<file path="config.mk">
export PLATFORM = sky130hd
export DESIGN_NAME = icache_direct
export DESIGN_NICKNAME = d
export VERILOG_FILES = /design/src/rtl/icache_direct.sv
export SDC_FILE = /design/constraint.sdc
export NUM_CORES = 1
export LEC_CHECK = 0
export ABC_CLOCK_PERIOD_IN_PS = 16100
export CORE_ASPECT_RATIO = 1.4
export CORE_MARGIN = 5
export CORE_UTILIZATION = 60
export DETAILED_ROUTE_END_ITERATION = 16
export GPL_ROUTABILITY_DRIVEN = 0
export PLACE_DENSITY = 0.89
export SETUP_SLACK_MARGIN = 0.4
export SLEW_MARGIN = 10
export SYNTH_ARGS = -nofsm -noshare
export SYNTH_HDL_FRONTEND = slang
export SYNTH_SLANG_ARGS = --single-unit
</file>
<file path="constraint.sdc">
create_clock -name CLK -period 16.1 [get_ports CLK]
set_clock_uncertainty 0.1 [all_clocks]
set_input_delay 2.415 -clock CLK [delete_from_list [all_inputs] [get_ports CLK]]
set_output_delay 2.415 -clock CLK [all_outputs]
set_load 0.005 [all_outputs]
</file>
<file path="src/rtl/icache_direct.sv">
// rtl/icache_direct.sv - direct-mapped instruction cache, 8 x 16-byte blocks, miss fill over read/busywait handshake
// Optional hit/miss counters behind ICACHE_STATS_EN.
module icache_direct #(
   parameter int INDEX_BITS = 3,
   parameter int TAG_BITS   = 3
) (
   input  logic                            CLK,
   input  logic                            RESET,
   input  logic [31:0]                     PC,
   output logic [31:0]                     INSTRUCTION,
   output logic                            BUSYWAIT,
   output logic                            mem_read,
   output logic [TAG_BITS+INDEX_BITS-1:0]  mem_address,
   input  logic [127:0]                    mem_readdata,
`ifdef ICACHE_STATS_EN
   output logic [15:0]                     hit_count,
   output logic [15:0]                     miss_count,
`endif
   input  logic                            mem_busywait
);

   localparam int NBLK = 1 << INDEX_BITS;
   localparam int BA_W = TAG_BITS + INDEX_BITS;

   typedef enum logic [1:0] {IDLE, MEM_READ, UPDATE} state_t;

   state_t                 state_q, state_d;
   logic [BA_W-1:0]        addr_q, addr_d;
   logic [127:0]           fill_q, fill_d;
   logic [NBLK-1:0]        valid_q, valid_d;
   logic [TAG_BITS-1:0]    tag_q  [NBLK];
   logic [127:0]           data_q [NBLK];
   logic                   fill_we;

   logic [TAG_BITS-1:0]    pc_tag;
   logic [INDEX_BITS-1:0]  pc_index;
   logic [1:0]             pc_offset;
   logic [INDEX_BITS-1:0]  fill_index;
   logic [127:0]           line;
   logic                   hit;
   logic                   unused_pc;

   assign pc_tag     = PC[4+INDEX_BITS +: TAG_BITS];
   assign pc_index   = PC[4 +: INDEX_BITS];
   assign pc_offset  = PC[3:2];
   assign fill_index = addr_q[INDEX_BITS-1:0];
   assign line       = data_q[pc_index];
   assign hit        = valid_q[pc_index] && (tag_q[pc_index] == pc_tag);
   assign unused_pc  = &{1'b0, PC[31:4+INDEX_BITS+TAG_BITS], PC[1:0]};

`ifdef ICACHE_STATS_EN
   logic [15:0] hit_count_q, hit_count_d;
   logic [15:0] miss_count_q, miss_count_d;

   always_comb begin
      hit_count_d  = hit_count_q;
      miss_count_d = miss_count_q;
      if (state_q == IDLE) begin
         if (hit) hit_count_d  = hit_count_q + 16'd1;
         else     miss_count_d = miss_count_q + 16'd1;
      end
   end

   always_ff @(posedge CLK) begin
      if (!RESET) begin
         hit_count_q  <= '0;
         miss_count_q <= '0;
      end else begin
         hit_count_q  <= hit_count_d;
         miss_count_q <= miss_count_d;
      end
   end

   assign hit_count  = hit_count_q;
   assign miss_count = miss_count_q;
`endif

   always_ff @(posedge CLK) begin
      if (!RESET) begin
         state_q <= IDLE;
         addr_q  <= '0;
         valid_q <= '0;
      end else begin
         state_q <= state_d;
         addr_q  <= addr_d;
         valid_q <= valid_d;
      end
   end

   // Tags, data and the fill buffer carry no reset; valid alone qualifies them.
   always_ff @(posedge CLK) begin
      fill_q <= fill_d;
      if (RESET && fill_we) begin
         tag_q[fill_index]  <= addr_q[BA_W-1:INDEX_BITS];
         data_q[fill_index] <= fill_q;
      end
   end

   always_comb begin
      state_d = state_q;
      addr_d  = addr_q;
      fill_d  = fill_q;
      valid_d = valid_q;
      fill_we = 1'b0;
      case (state_q)
         IDLE: begin
            if (!hit) begin
               addr_d  = {pc_tag, pc_index};
               state_d = MEM_READ;
            end
         end
         MEM_READ: begin
            if (!mem_busywait) begin
               fill_d  = mem_readdata;
               state_d = UPDATE;
            end
         end
         UPDATE: begin
            fill_we             = 1'b1;
            valid_d[fill_index] = 1'b1;
            state_d             = IDLE;
         end
         default: state_d = IDLE;
      endcase
   end

   always_comb begin
      INSTRUCTION = 32'h0;
      BUSYWAIT    = 1'b0;
      mem_read    = 1'b0;
      mem_address = '0;
      if (RESET) begin
         case (state_q)
            IDLE: begin
               if (hit) INSTRUCTION = line[{pc_offset, 5'b0} +: 32];
               else     BUSYWAIT    = 1'b1;
            end
            MEM_READ: begin
               BUSYWAIT    = 1'b1;
               mem_read    = 1'b1;
               mem_address = addr_q;
            end
            UPDATE:  BUSYWAIT = 1'b1;
            default: BUSYWAIT = 1'b0;
         endcase
      end
   end

endmodule

</file>
==> impl_metrics.ini <==
[place]
io_buffers = 178
dp_hpwl_mm = 58.25

[floorplan]
core_mm2 = 0.07367
row_count = 118
ioPinCount = 203
dieHeight_um = 332.0
fp.dieW_um = 240.0
initial_core_util_pct = 60.32
die_area_mm2 = 0.07969

[sta]
fin_crit_ns = 9.595
holdWs_ns = 0.3712
grt_setup_unrepaired = false
tns_ns = 0
slew_headroom_pct = 24.45
period_share_pct = 59.60
clock.fmax_mhz = 104.2
hold_viol = 0
slew_viol_final = 0
finalSetupViolCount = 0
worstMarginPinSlew_ns = 1.133

[yosys]
synth_top_family_by_area = multiplexers
ys_seq_elements = 1192
synth-simple-area-share_pct = 0.7151
synth-xor-area-share_pct = 0.05912
synth_compound_area_share_pct = 0.1746
syn_area_per_cell_um2 = 25.40
synthDistinctLibCells = 26
netlist_area_mm2 = 0.04444
synth_fa_ha_area_share_pct = 0.1689
yosys_warnings = 0
synth_mux_area_share_pct = 17.66
postSynthCellCount = 1750
syn_nets = 1919
seq_area_frac_synth_pct = 80.18

[pwr]
p_switching_w = 0.001325
power_frac_comb_pct = 5.0
p_leak_nw = 15.81
power_frac_clock_pct = 38.0
p_int_w = 0.004925
swShare_pct = 21.20
ir_drop_mv = 0.1035
sequentialPowerShare_pct = 57.0
power_density_mw_per_mm2 = 123.9

[clock_tree]
cts_buffers = 101
clockBufferDepth = 3
post_cts_resized = 0
cts_hold_buf = 0
htree_num_levels = 3
worst_setup_hold_path_clk_slew_ns = 0.07
cts_tree = done
cts_sinks = 1192
clk_latency_ns = 0.66
cts-root-buf = clkbuf_16
cts_setup_buffers = 0

[layout]
finalNetCount = 2145
drive_gt1_share_pct = 25.06
area_delta_synth_final_pct = 13.53

[global_routing]
grt_usage_pct = 28.00
grt_start_max_net_pins = 165
grt_pass1_wl_mm = 158.5
antenna_found_initial = 4
gr-total-overflow = 0
grt_pass1_vias = 21611

[drt]
drt-vias-per-instance = 6.795
wl_per_cell_um = 36.37
via_count = 20479
routed_wirelength_mm = 109.6
final_antenna_net_count = 0
drtPass1Iterations = 5
drt_iter0_drc = 3143
route.detailed.drc = 0

[job]
maxCapViolCount = 0

[setup_path]
rrSetupSlack_ns = 12.23
crit_type = in -> out
worst_setup_path_start_kind = input pin
required_ns = 13.59
end_kind = output port
worstPathArrival_ns = 7.08
critPathMaxFanout = 90

[hold_path]
hp-class = reg -> reg

[status]
status = finished, final reports clean
-- final timing paths --
path,cells after the start,end,start
max,8,INSTRUCTION[29],PC[4]
max reg2reg,6,data_q[2][92]$_DFFE_PP_,state_q[0]$_SDFFE_PN0P_
min,1,valid_q[1]$_SDFFE_PN0N_,valid_q[1]$_SDFFE_PN0N_
min reg2reg,1,valid_q[1]$_SDFFE_PN0N_,valid_q[1]$_SDFFE_PN0N_
-- registers in the layout (all words and copies together), names as in the netlist --
name / cells
addr_q: 6
state_q: 2
tag_q: 24
fill_q: 128
valid_q: 8
data_q: 1024
-- area by class of cell --
| cell class | count | area, um^2 |
|---|---|---|
| clock buffer | 124 | 2664 |
| timing repair buffer | 209 | 2068 |
| inverter | 3 | 11.26 |
| sequential | 1192 | 35630 |
| multi-input combinational | 469 | 8414 |
| fill | 4017 | 23220 |
| clock inverter | 54 | 454.2 |
| antenna | 3 | 7.507 |
| tap | 960 | 1201 |
-- cells by family after synthesis --
logic type	after synthesis
and+or+nand+nor	72
AOI/OAI and AO/OA	10
DFF	1192
xor gates and xnor gates	3
buffers and inverters	89
muxes	378
adders and majority gates	6
-- per-stage QoR --
step	setup WS (ns)	total power [W]	util (%)	instance area (um^2)	std cells
after detailed placement	6.477	0.003934	64.24	47330	2833
after CTS	6.424	0.006275	68.47	50450	3011
final	6.505	0.006250	68.48	50450	3014
after floorplan	3.501	0.003795	-	44440	1750
after global routing	6.059	0.006440	68.47	50450	3011
after global placement	6.573	0.003907	64.24	47330	2833
-- layer usage --
layer / part of all wire, % / vias to the layer above / track usage (%) / routed length (um)
li1: - / 7965 / - / -
met1: 33 / 10795 / 36.82 / 36570
met2: 53 / 1475 / 47.05 / 57870
met5: 0.026 / - / 0 / 29
met3: 8.8 / 240 / 4.551 / 9636
met4: 5.0 / 4 / 12.25 / 5500
-- power groups by stage --
stage / Sequential [W] / Clock [W] / Combinational, W
after floorplan: 0.00361 / 0 / 0.000185
after global placement: 0.00361 / 0 / 0.000298
after detailed placement: 0.00363 / 0 / 0.000308
after CTS: 0.00356 / 0.00240 / 0.000314
after global routing: 0.00357 / 0.00255 / 0.000325
final: 0.00356 / 0.00237 / 0.000312
-- worst max-delay path: stages --
cell and delay [ns]:
buf_8 0.68, buf_4 0.83, buf_4 0.87, mux4_2 0.62, mux4_2 0.52, mux2i_1 0.28
nor2_1 0.17, clkdlybuf4s50_1 0.51
-- placed cells by master, fill, tap and decap left out, types with 2 or more instances in the layout --
cell             Yosys  layout
a21o_1               8       8
and3_1               6       6
buf_12               0       4
buf_4               17      28
buf_8                0       2
bufinv_16            0       7
clkbuf_1            42      18
clkbuf_16            0     101
clkbuf_8             0       5
clkdlybuf4s50_1      0     173
clkinv_1             0      19
clkinv_2             0      18
clkinv_4             0       3
clkinvlp_4           0       4
dfxtp_1             16      16
diode_2              0       3
edfxtp_1          1176    1176
ha_1                 6       6
inv_1                3       3
inv_6                0       3
mux2i_1             53      53
mux4_2             325     325
nand2_1             17      17
nor2_1              38      32
nor2_4               0       6
nor3_2               0       2
xnor2_1              3       3
-- Yosys cell counts, drive strengths merged --
master	instances	area share, %
ha	6	0.17
nand3	2	0.023
nor2b	2	0.028
or3b	1	0.020
a22oi	1	0.017
nand3b	1	0.017
and3	6	0.084
clkbuf	42	0.35
nand2b	1	0.014
nor4	1	0.028
inv	3	0.025
nor2	38	0.32
buf	44	0.66
dfxtp	16	0.72
mux4	325	16
nand2	17	0.14
edfxtp	1176	79
xnor2	3	0.059
o211a	1	0.023
and2	1	0.014
mux2i	53	1.2
a21o	8	0.14
nor3	2	0.023
No activity file was read; power rests on OpenSTA's default activity.
